File: src/rtl/rca_pr_scheduler.sv
// Partial-reconfiguration scheduler: drains a target RCA slot, starts reconfiguration and tracks per-slot config.
// Optional RCA_PR_TIMEOUT_EN adds drain and reconfiguration timeouts (status TIMEOUT).
module rca_pr_scheduler #(
    parameter int NUM_SLOTS     = 4,
    parameter int CFG_ID_W      = 5,
    parameter int DRAIN_TIMEOUT = 255,
    parameter int PR_TIMEOUT    = 65535,
    localparam int SLOT_W       = (NUM_SLOTS > 1) ? $clog2(NUM_SLOTS) : 1
) (
    input  logic                          clk,
    input  logic                          rst,
    input  logic                          req_valid,
    output logic                          req_ready,
    input  logic [SLOT_W-1:0]             req_slot,
    input  logic [CFG_ID_W-1:0]           req_cfg_id,
    input  logic [NUM_SLOTS-1:0]          slot_busy,
    output logic [NUM_SLOTS-1:0]          slot_lock,
    output logic                          pr_start,
    output logic [SLOT_W-1:0]             pr_slot,
    output logic [CFG_ID_W-1:0]           pr_cfg_id,
    input  logic                          pr_done,
    input  logic                          pr_error,
    output logic                          cmpl_valid,
    output logic [1:0]                    cmpl_status,
    output logic [SLOT_W-1:0]             cmpl_slot,
    output logic [NUM_SLOTS-1:0]          slot_cfg_valid,
    output logic [NUM_SLOTS*CFG_ID_W-1:0] slot_cfg_id,
    output logic                          pr_request_pending
);

    localparam logic [2:0] S_IDLE    = 3'd0;
    localparam logic [2:0] S_DRAIN   = 3'd1;
    localparam logic [2:0] S_START   = 3'd2;
    localparam logic [2:0] S_WAIT    = 3'd3;
    localparam logic [2:0] S_RELEASE = 3'd4;

    localparam logic [1:0] ST_OK      = 2'b00;
    localparam logic [1:0] ST_SKIPPED = 2'b01;
    localparam logic [1:0] ST_PR_ERR  = 2'b10;
    localparam logic [1:0] ST_TIMEOUT = 2'b11;

    logic [2:0]              state_r, state_s;
    logic [1:0]              status_s;
    logic                    req_ready_r, pr_start_r, cmpl_valid_r;
    logic [1:0]              cmpl_status_r;
    logic [SLOT_W-1:0]       slot_r, cmpl_slot_r;
    logic [CFG_ID_W-1:0]     cfg_r;
    logic [NUM_SLOTS-1:0]    slot_lock_r, cfg_valid_r;
    logic [CFG_ID_W-1:0]     cfg_id_r [NUM_SLOTS];
    logic                    accept_s, hit_s, skip_s, enter_release_s;

`ifdef RCA_PR_TIMEOUT_EN
    localparam int DRAIN_W = $clog2(DRAIN_TIMEOUT + 1);
    localparam int PR_W    = $clog2(PR_TIMEOUT + 1);
    logic [DRAIN_W-1:0] drain_cnt_r;
    logic [PR_W-1:0]    wait_cnt_r;
`else
    logic unused_timeout_s;
    assign unused_timeout_s = DRAIN_TIMEOUT[0] ^ PR_TIMEOUT[0];
`endif

    assign accept_s        = req_valid & req_ready_r;
    assign hit_s           = cfg_valid_r[req_slot] & (cfg_id_r[req_slot] == req_cfg_id);
    assign skip_s          = accept_s & hit_s;
    assign enter_release_s = (state_s == S_RELEASE) & (state_r != S_RELEASE);

    // Next-state and completion-status decode
    always_comb begin
        state_s  = state_r;
        status_s = ST_OK;
        case (state_r)
            S_IDLE: begin
                if (accept_s && !hit_s) state_s = S_DRAIN;
                else                    state_s = S_IDLE;
            end
            S_DRAIN: begin
                if (!slot_busy[slot_r]) begin
                    state_s = S_START;
                end else begin
`ifdef RCA_PR_TIMEOUT_EN
                    if (drain_cnt_r == DRAIN_W'(DRAIN_TIMEOUT - 1)) begin
                        state_s  = S_RELEASE;
                        status_s = ST_TIMEOUT;
                    end else begin
                        state_s = S_DRAIN;
                    end
`else
                    state_s = S_DRAIN;
`endif
                end
            end
            S_START: state_s = S_WAIT;
            S_WAIT: begin
                if (pr_error) begin
                    state_s  = S_RELEASE;
                    status_s = ST_PR_ERR;
                end else if (pr_done) begin
                    state_s  = S_RELEASE;
                    status_s = ST_OK;
                end else begin
`ifdef RCA_PR_TIMEOUT_EN
                    if (wait_cnt_r == PR_W'(PR_TIMEOUT - 1)) begin
                        state_s  = S_RELEASE;
                        status_s = ST_TIMEOUT;
                    end else begin
                        state_s = S_WAIT;
                    end
`else
                    state_s = S_WAIT;
`endif
                end
            end
            S_RELEASE: state_s = S_IDLE;
            default:   state_s = S_IDLE;
        endcase
    end

    // Control state, request latch, lock, completion and per-slot config registers
    always_ff @(posedge clk or negedge rst) begin
        if (!rst) begin
            state_r       <= S_IDLE;
            req_ready_r   <= 1'b0;
            pr_start_r    <= 1'b0;
            cmpl_valid_r  <= 1'b0;
            cmpl_status_r <= ST_OK;
            cmpl_slot_r   <= '0;
            slot_r        <= '0;
            cfg_r         <= '0;
            slot_lock_r   <= '0;
            cfg_valid_r   <= '0;
            for (int i = 0; i < NUM_SLOTS; i++) cfg_id_r[i] <= '0;
        end else begin
            state_r      <= state_s;
            req_ready_r  <= (state_s == S_IDLE);
            pr_start_r   <= (state_s == S_START);
            cmpl_valid_r <= skip_s | enter_release_s;
            if (accept_s) begin
                slot_r <= req_slot;
                cfg_r  <= req_cfg_id;
            end
            if (accept_s && !hit_s) slot_lock_r <= NUM_SLOTS'(1) << req_slot;
            else if (state_r == S_RELEASE) slot_lock_r <= '0;
            if (skip_s) begin
                cmpl_status_r <= ST_SKIPPED;
                cmpl_slot_r   <= req_slot;
            end else if (enter_release_s) begin
                cmpl_status_r <= status_s;
                cmpl_slot_r   <= slot_r;
                if (status_s == ST_OK) begin
                    cfg_valid_r[slot_r] <= 1'b1;
                    cfg_id_r[slot_r]    <= cfg_r;
                end else begin
                    cfg_valid_r[slot_r] <= 1'b0;
                end
            end
        end
    end

`ifdef RCA_PR_TIMEOUT_EN
    // Busy-cycle counter in DRAIN and elapsed-cycle counter in WAIT
    always_ff @(posedge clk or negedge rst) begin
        if (!rst) begin
            drain_cnt_r <= '0;
            wait_cnt_r  <= '0;
        end else begin
            drain_cnt_r <= (state_r == S_DRAIN && slot_busy[slot_r]) ? drain_cnt_r + DRAIN_W'(1) : '0;
            wait_cnt_r  <= (state_r == S_WAIT) ? wait_cnt_r + PR_W'(1) : '0;
        end
    end
`endif

    for (genvar g = 0; g < NUM_SLOTS; g++) begin : g_cfg_flat
        assign slot_cfg_id[g*CFG_ID_W +: CFG_ID_W] = cfg_id_r[g];
    end

    assign req_ready          = req_ready_r;
    assign slot_lock          = slot_lock_r;
    assign pr_start           = pr_start_r;
    assign pr_slot            = slot_r;
    assign pr_cfg_id          = cfg_r;
    assign cmpl_valid         = cmpl_valid_r;
    assign cmpl_status        = cmpl_status_r;
    assign cmpl_slot          = cmpl_slot_r;
    assign slot_cfg_valid     = cfg_valid_r;
    assign pr_request_pending = rst & ((state_r != S_IDLE) | req_valid);

endmodule

File: config.mk
export PLATFORM = sky130hd
export DESIGN_NAME = rca_pr_scheduler
export DESIGN_NICKNAME = d
export VERILOG_FILES = /design/src/rtl/rca_pr_scheduler.sv
export SDC_FILE = /design/constraint.sdc
export NUM_CORES = 1
export LEC_CHECK = 0
export CORE_ASPECT_RATIO = 1.5
export CORE_MARGIN = 1.5
export CORE_UTILIZATION = 48
export CTS_CLUSTER_SIZE = 16
export DETAILED_ROUTE_END_ITERATION = 8
export PLACE_DENSITY = 0.9
export SLEW_MARGIN = 10
export SYNTH_ARGS = -nofsm -noshare
export SYNTH_HDL_FRONTEND = slang
export SYNTH_SLANG_ARGS = --single-unit
File: constraint.sdc
create_clock -name clk -period 2.56 [get_ports clk]
set_clock_uncertainty 0.15 [all_clocks]
set_input_delay 0.512 -clock clk [delete_from_list [all_inputs] [get_ports clk]]
set_output_delay 0.512 -clock clk [all_outputs]
set_load 0.01 [all_outputs]
* Word level (Yosys, flattened, before mapping)
Index checks and enable logic that the tools add are counted.
Storage, ports and cells: flip-flop bits (word level) 45, input bits 16, output and inout bits 43
Operators by class: $lt $le $gt $ge 6, equal/unequal tests 8, shift operators 1, multiplexer cells 26, bitwise logic cells 13, reductions and logical operators 12
Operators with widths (number):
- $bwmux W20 | 1
- $mux W5 | 3
- $mux W2 | 7
- $mux W4 | 3
- $pmux W3 S4 | 1
- $bmux W5 S2 | 1
- $demux W5 S2 | 1
- $eq A3 B2 Y1 const B | 3
- $eq A3 B3 Y1 const B | 2
- $ge A3 B3 Y1 const B | 2
- $logic_not A3 Y1 | 2
- $lt A2 B3 Y1 const B | 2
- $mux W3 | 2
- $not A2 Y3 | 2
- $and A1 B1 Y1 | 5
- $eq A5 B5 Y1 | 1
- $and A4 B4 Y4 | 1
- $bmux W1 S2 | 2
- $mux W1 | 4
- $not A4 Y4 | 1
- $or A4 B4 Y4 | 1
- $reduce_bool A2 Y1 | 2
- $shl A1 B2 Y4 const A | 1
- $eq A3 B1 Y1 const B | 1
- other kinds (12) | 15

* Depth between registers and ports, before layout
word-level depth 14, mapped depth 7, depth with buffers taken out 5

* Worst setup path before layout
No wires, ideal clock.
path kind input-to-reg, start point input req_slot[0], end point register cfg_id_r, in the netlist slot_cfg_id[10], arrival time 2.212 ns, data required time 2.285 ns, path slack 0.074 ns, stages 6, buffers on the path 1, cell sequence buf_6 > mux4_1 > xnor2_2 > nand3_4 > o211ai_2 > mux2_2
On the way: word-level cells in the longest chain between the ends 13, elaborated cells between the ends (all ways) 17
RTL lines:
- from (decl) | RTL line 14 | input logic [SLOT_W-1:0] req_slot,
- $not A2 Y3 (not written as such) | RTL line 63 | assign hit_s = cfg_valid_r[req_slot] & (cfg_id_r[req_slot] == req_cfg_id);
- $bmux W5 S2 | RTL line 63
- $mux W5 (not written as such) (2 in series) | RTL line 63
- $eq A5 B5 Y1 | RTL line 63
- $and A1 B1 Y1 (*) | RTL line 63
- $logic_not A1 Y1 | RTL line 73 | if (accept_s && !hit_s) state_s = S_DRAIN;
- $logic_and A1 B1 Y1 | RTL line 73
- $mux W1 | RTL line 73
- $pmux W3 S4 | RTL line 71 | case (state_r)
- $eq A3 B3 Y1 | RTL line 65 | assign enter_release_s = (state_s == S_RELEASE) & (state_r != S_RELEASE);
- $and A1 B1 Y1 | RTL line 65
- $reduce_and A3 Y1 (no source line) (*)
- to (signal, indexed assignment) | RTL line 151 | cfg_id_r[slot_r] <= cfg_r;
- to (decl) | RTL line 49 | logic [CFG_ID_W-1:0] cfg_id_r [NUM_SLOTS];
Mark *: on every way between the ends. The rest lies on a longest branch, timed or not. The select of a mux whose other input is x is not followed. A chain may end at the register's enable or synchronous reset.

* Final worst setup path
start point input req_valid, end point output pr_request_pending
On the way: word-level cells in the longest chain between the ends 2
RTL lines:
- from (decl) | RTL line 12 | input logic req_valid,
- $or A1 B1 Y1 | RTL line 185 | assign pr_request_pending = rst & ((state_r != S_IDLE) | req_valid);
- $and A1 B1 Y1 | RTL line 185
- to (decl) | RTL line 28 | output logic pr_request_pending
No other way between the ends.

==> metrics.txt <==
met1 usage=0.269; WP data required=between 1.5 and 2 ns; DIE WIDTH=58.1 µm; crit path launch=req_valid; Worst-path clk slew=approximately 0.08 ns; reg2reg start=slot_cfg_id[8]; drt total wl=between 5000 and 6000 µm; failing checks=design-rule violations; die height=between 80 and 90 µm; clock tree buffer depth=2; Leak Pwr=between 1 and 1.5 nW; Layout Cells excl Fill=302; CTS root buffer=clkbuf_8; post-CTS setup buffer count=0; register area share after synthesis=0.515; RSZ-0062 raised after global routing=false; met2 Use GR=0.410; pre-CTS setup slack=-0.667 ns; Row Count=29; Max FO, Critical Path=2; CP peak stage delay=between 0.4 and 0.5 ns; Hold-fix buffers, CTS=0; final hold vios=0; Layout Nets=271; initial antenna violation count=0; Pre-Repair DR Iteration Count=6; slowest stage cell, crit path=clkdlybuf4s50_1; number of vias per cell=5.49; Slew Limit Fails=0; syn nets=between 150 and 200; number of global-route vias before repair=1726; Synth warnings=0; post-synth cell types=38; ys flop type=dfrtp_1; Worst Path Arrival=around 1.8 ns; filler instances=slightly above 300; grt met3 use=0.0437; Routed WL per cell=between 15 and 20 µm; clk sinks=45; H-tree depth=2; CP Depth=3; GPL Wtd Cong=0.843; area delta synth->final=41.6%; ys async rst share=1.00; peak supply drop=0.648 mV; global-route wire length before repair=between 8000 and 9000 µm; R2R Setup Slk=0.14 ns; crit path capture type=output port; Post-synth EDFFs=0; I/O pin count=59; Post-DRT Antenna Nets=0; DIE AREA=between 4000 and 5000 µm²; crit path buf inv count=2; PortBufs=between 50 and 60; Reg2Reg Depth=7; placed cells=just under 300; via count=between 1.5k and 2k; Slew @ Worst Pin=approximately 0.55 ns; Setup WS post-layout=between 0.06 and 0.07 ns; slew margin rel.=0.630; Tcrit/Tclk final=0.976; CTS tree=done; Cells after Synth=169; Global Route Usage Sum=0.228; Top Usage Layer GRT=met2; #FFs+latches synth=45; core area=4320 µm²; Initial Utilization=0.507; reg2reg end=slot_cfg_id[7]; Multi-input gate area=1020 µm²; most common cell type on the critical path=clkdlybuf4s50_1; power density cells=approximately 1100 nW/µm²; CP delay by family, top=buffers and inverters; f_max=about 400 MHz; initial DRC count=a little over 50; Worst-Skew Late Latency=around 0.30 ns; share of layout cells above drive strength 1=0.289; Sequential Area=roughly 1100 µm²; Synth Cell Area=approximately 2200 µm²; Critical Path Sink=pr_request_pending; hpwl dp=roughly 3800 µm; largest net degree at the start of global routing=46; antenna cell count=0; status=finished, violations left; crit-path cells=clkdlybuf4s50_1, o41a_1, clkdlybuf4s50_1; Hold Path Class=in -> async; Num CTS Buffers=5; WS Path Type=in -> out; final setup vio count=0; GR Overflow Total=0; # DRC=5; Period minus WS final=2.50 ns; CP startpoint kind=input pin; MaxCap Viol Count=0; Avg Cell Area, Syn=12.9 µm²
==> worst min path at each step <==
stage	start	to	slack, ns
6_report	rst	state_r[0]	0.16
5_1_grt	rst	state_r[0]	0.21
3_3_place_gp	cmpl_status[0]	cmpl_status[0]	0.31
2_1_floorplan	rst	asynchronous set/reset pin	0.07
3_5_place_dp	cmpl_status[0]	cmpl_status[0]	0.34
4_1_cts	rst	slot_lock[1]	0.18
==> state kept, by name (all words and copies together) (netlist names), named ones only <==
signal       cells
cmpl_slot        2
cmpl_status      2
cmpl_valid       1
pr_cfg_id        5
pr_slot          2
pr_start         1
req_ready        1
slot_cfg_id     20
slot_lock        4
state_r          3
==> cells by family after synthesis <==
group,count (synthesis),share of synthesized area
DFF,45,0.515
and+or+nand+nor,39,0.0921
AOI/OAI and AO/OA,29,0.113
xor gates and xnor gates,8,0.0389
buffers and inverters,12,0.0275
muxes,36,0.214
==> cell type report <==
type | count | share of cell area
flip-flops and latches | 45 | 0.363
repair buffers | 86 | 0.255
multi-input cells | 112 | 0.330
clock inverters | 2 | 0.00323
clock buffers | 6 | 0.0234
inverters | 5 | 0.00606
well taps | 46 | 0.0186
==> report_power, final <==
part / internal, mW / switching (mW) / leakage [nW]
clock: 0.189 / 0.224 / 0.0450
sequential: 1.03 / 0.320 / 0.578
combinational: 0.988 / 0.639 / 0.844
total: 2.21 / 1.18 / 1.47
==> layer usage <==
metal  up-vias  part of all wire  wire [µm]
met2        43              0.54       2750
li1        780                 -          -
met4         0             0.014         69
met1       831              0.40       2030
met3         5             0.041        209
met5         -                 0          0
==> worst reg2reg max path: stages, from the launching register on <==
cell,delay [ns]
dfrtp_1,0.41
mux4_1,0.55
xnor2_1,0.18
nand4_1,0.14
buf_6,0.18
o211ai_2,0.22
buf_4,0.17
mux2_1,0.32
==> timing repair <==
action,in CTS,in global routing
pin swaps,4,0
endpoints found under the setup margin,35,24
resized for setup,9,4
==> stage by stage <==
step | instance area [µm²] | setup TNS (ns) | power, mW | hold WS [ns] | util
floorplan | 2190 | 0 | 2.07 | 0.0664 | -
global placement | 2990 | -15.80 | 2.89 | 0.312 | 0.692
detailed placement | 2990 | -19.53 | 2.95 | 0.342 | 0.692
CTS | 3090 | 0 | 3.40 | 0.177 | 0.715
global route | 3100 | 0 | 3.59 | 0.213 | 0.717
finish | 3100 | 0 | 3.39 | 0.156 | 0.717
==> synth_stat cells (all sizes together) (2+ instances only) <==
cell	number	area (µm²)
a22oi	2	15.0
nand2b	2	12.5
mux2i	4	40.0
nand2	17	63.8
dfrtp	45	1130
nand3b	2	15.0
a21o	3	22.5
mux2	27	304
o21ai	7	38.8
xor2	4	35.0
mux4	5	124
clkbuf	5	18.8
or2	2	12.5
xnor2	4	50.1
nor2b	2	12.5
o221ai	2	17.5
nor2	7	26.3
inv	5	18.8
o211ai	8	88.8
a21bo	4	40.0
buf	2	22.5
==> placed cells by master, fill, tap and decap left out, drive strengths merged, types with 2 or more instances in the layout <==
| cell type | n |
|---|---|
| clkbuf | 7 |
| nor2 | 7 |
| nand2b | 2 |
| mux4 | 5 |
| o221ai | 2 |
| nand3b | 2 |
| xor2 | 4 |
| dfrtp | 45 |
| clkinv | 2 |
| inv | 5 |
| or2 | 2 |
| nor2b | 2 |
| a22oi | 2 |
| o211ai | 8 |
| mux2i | 4 |
| clkdlybuf4s50 | 54 |
| a21bo | 4 |
| a21o | 3 |
| o21ai | 7 |
| nand2 | 17 |
| xnor2 | 4 |
| buf | 29 |
| mux2 | 27 |
(Power assumes the default switching activity.)
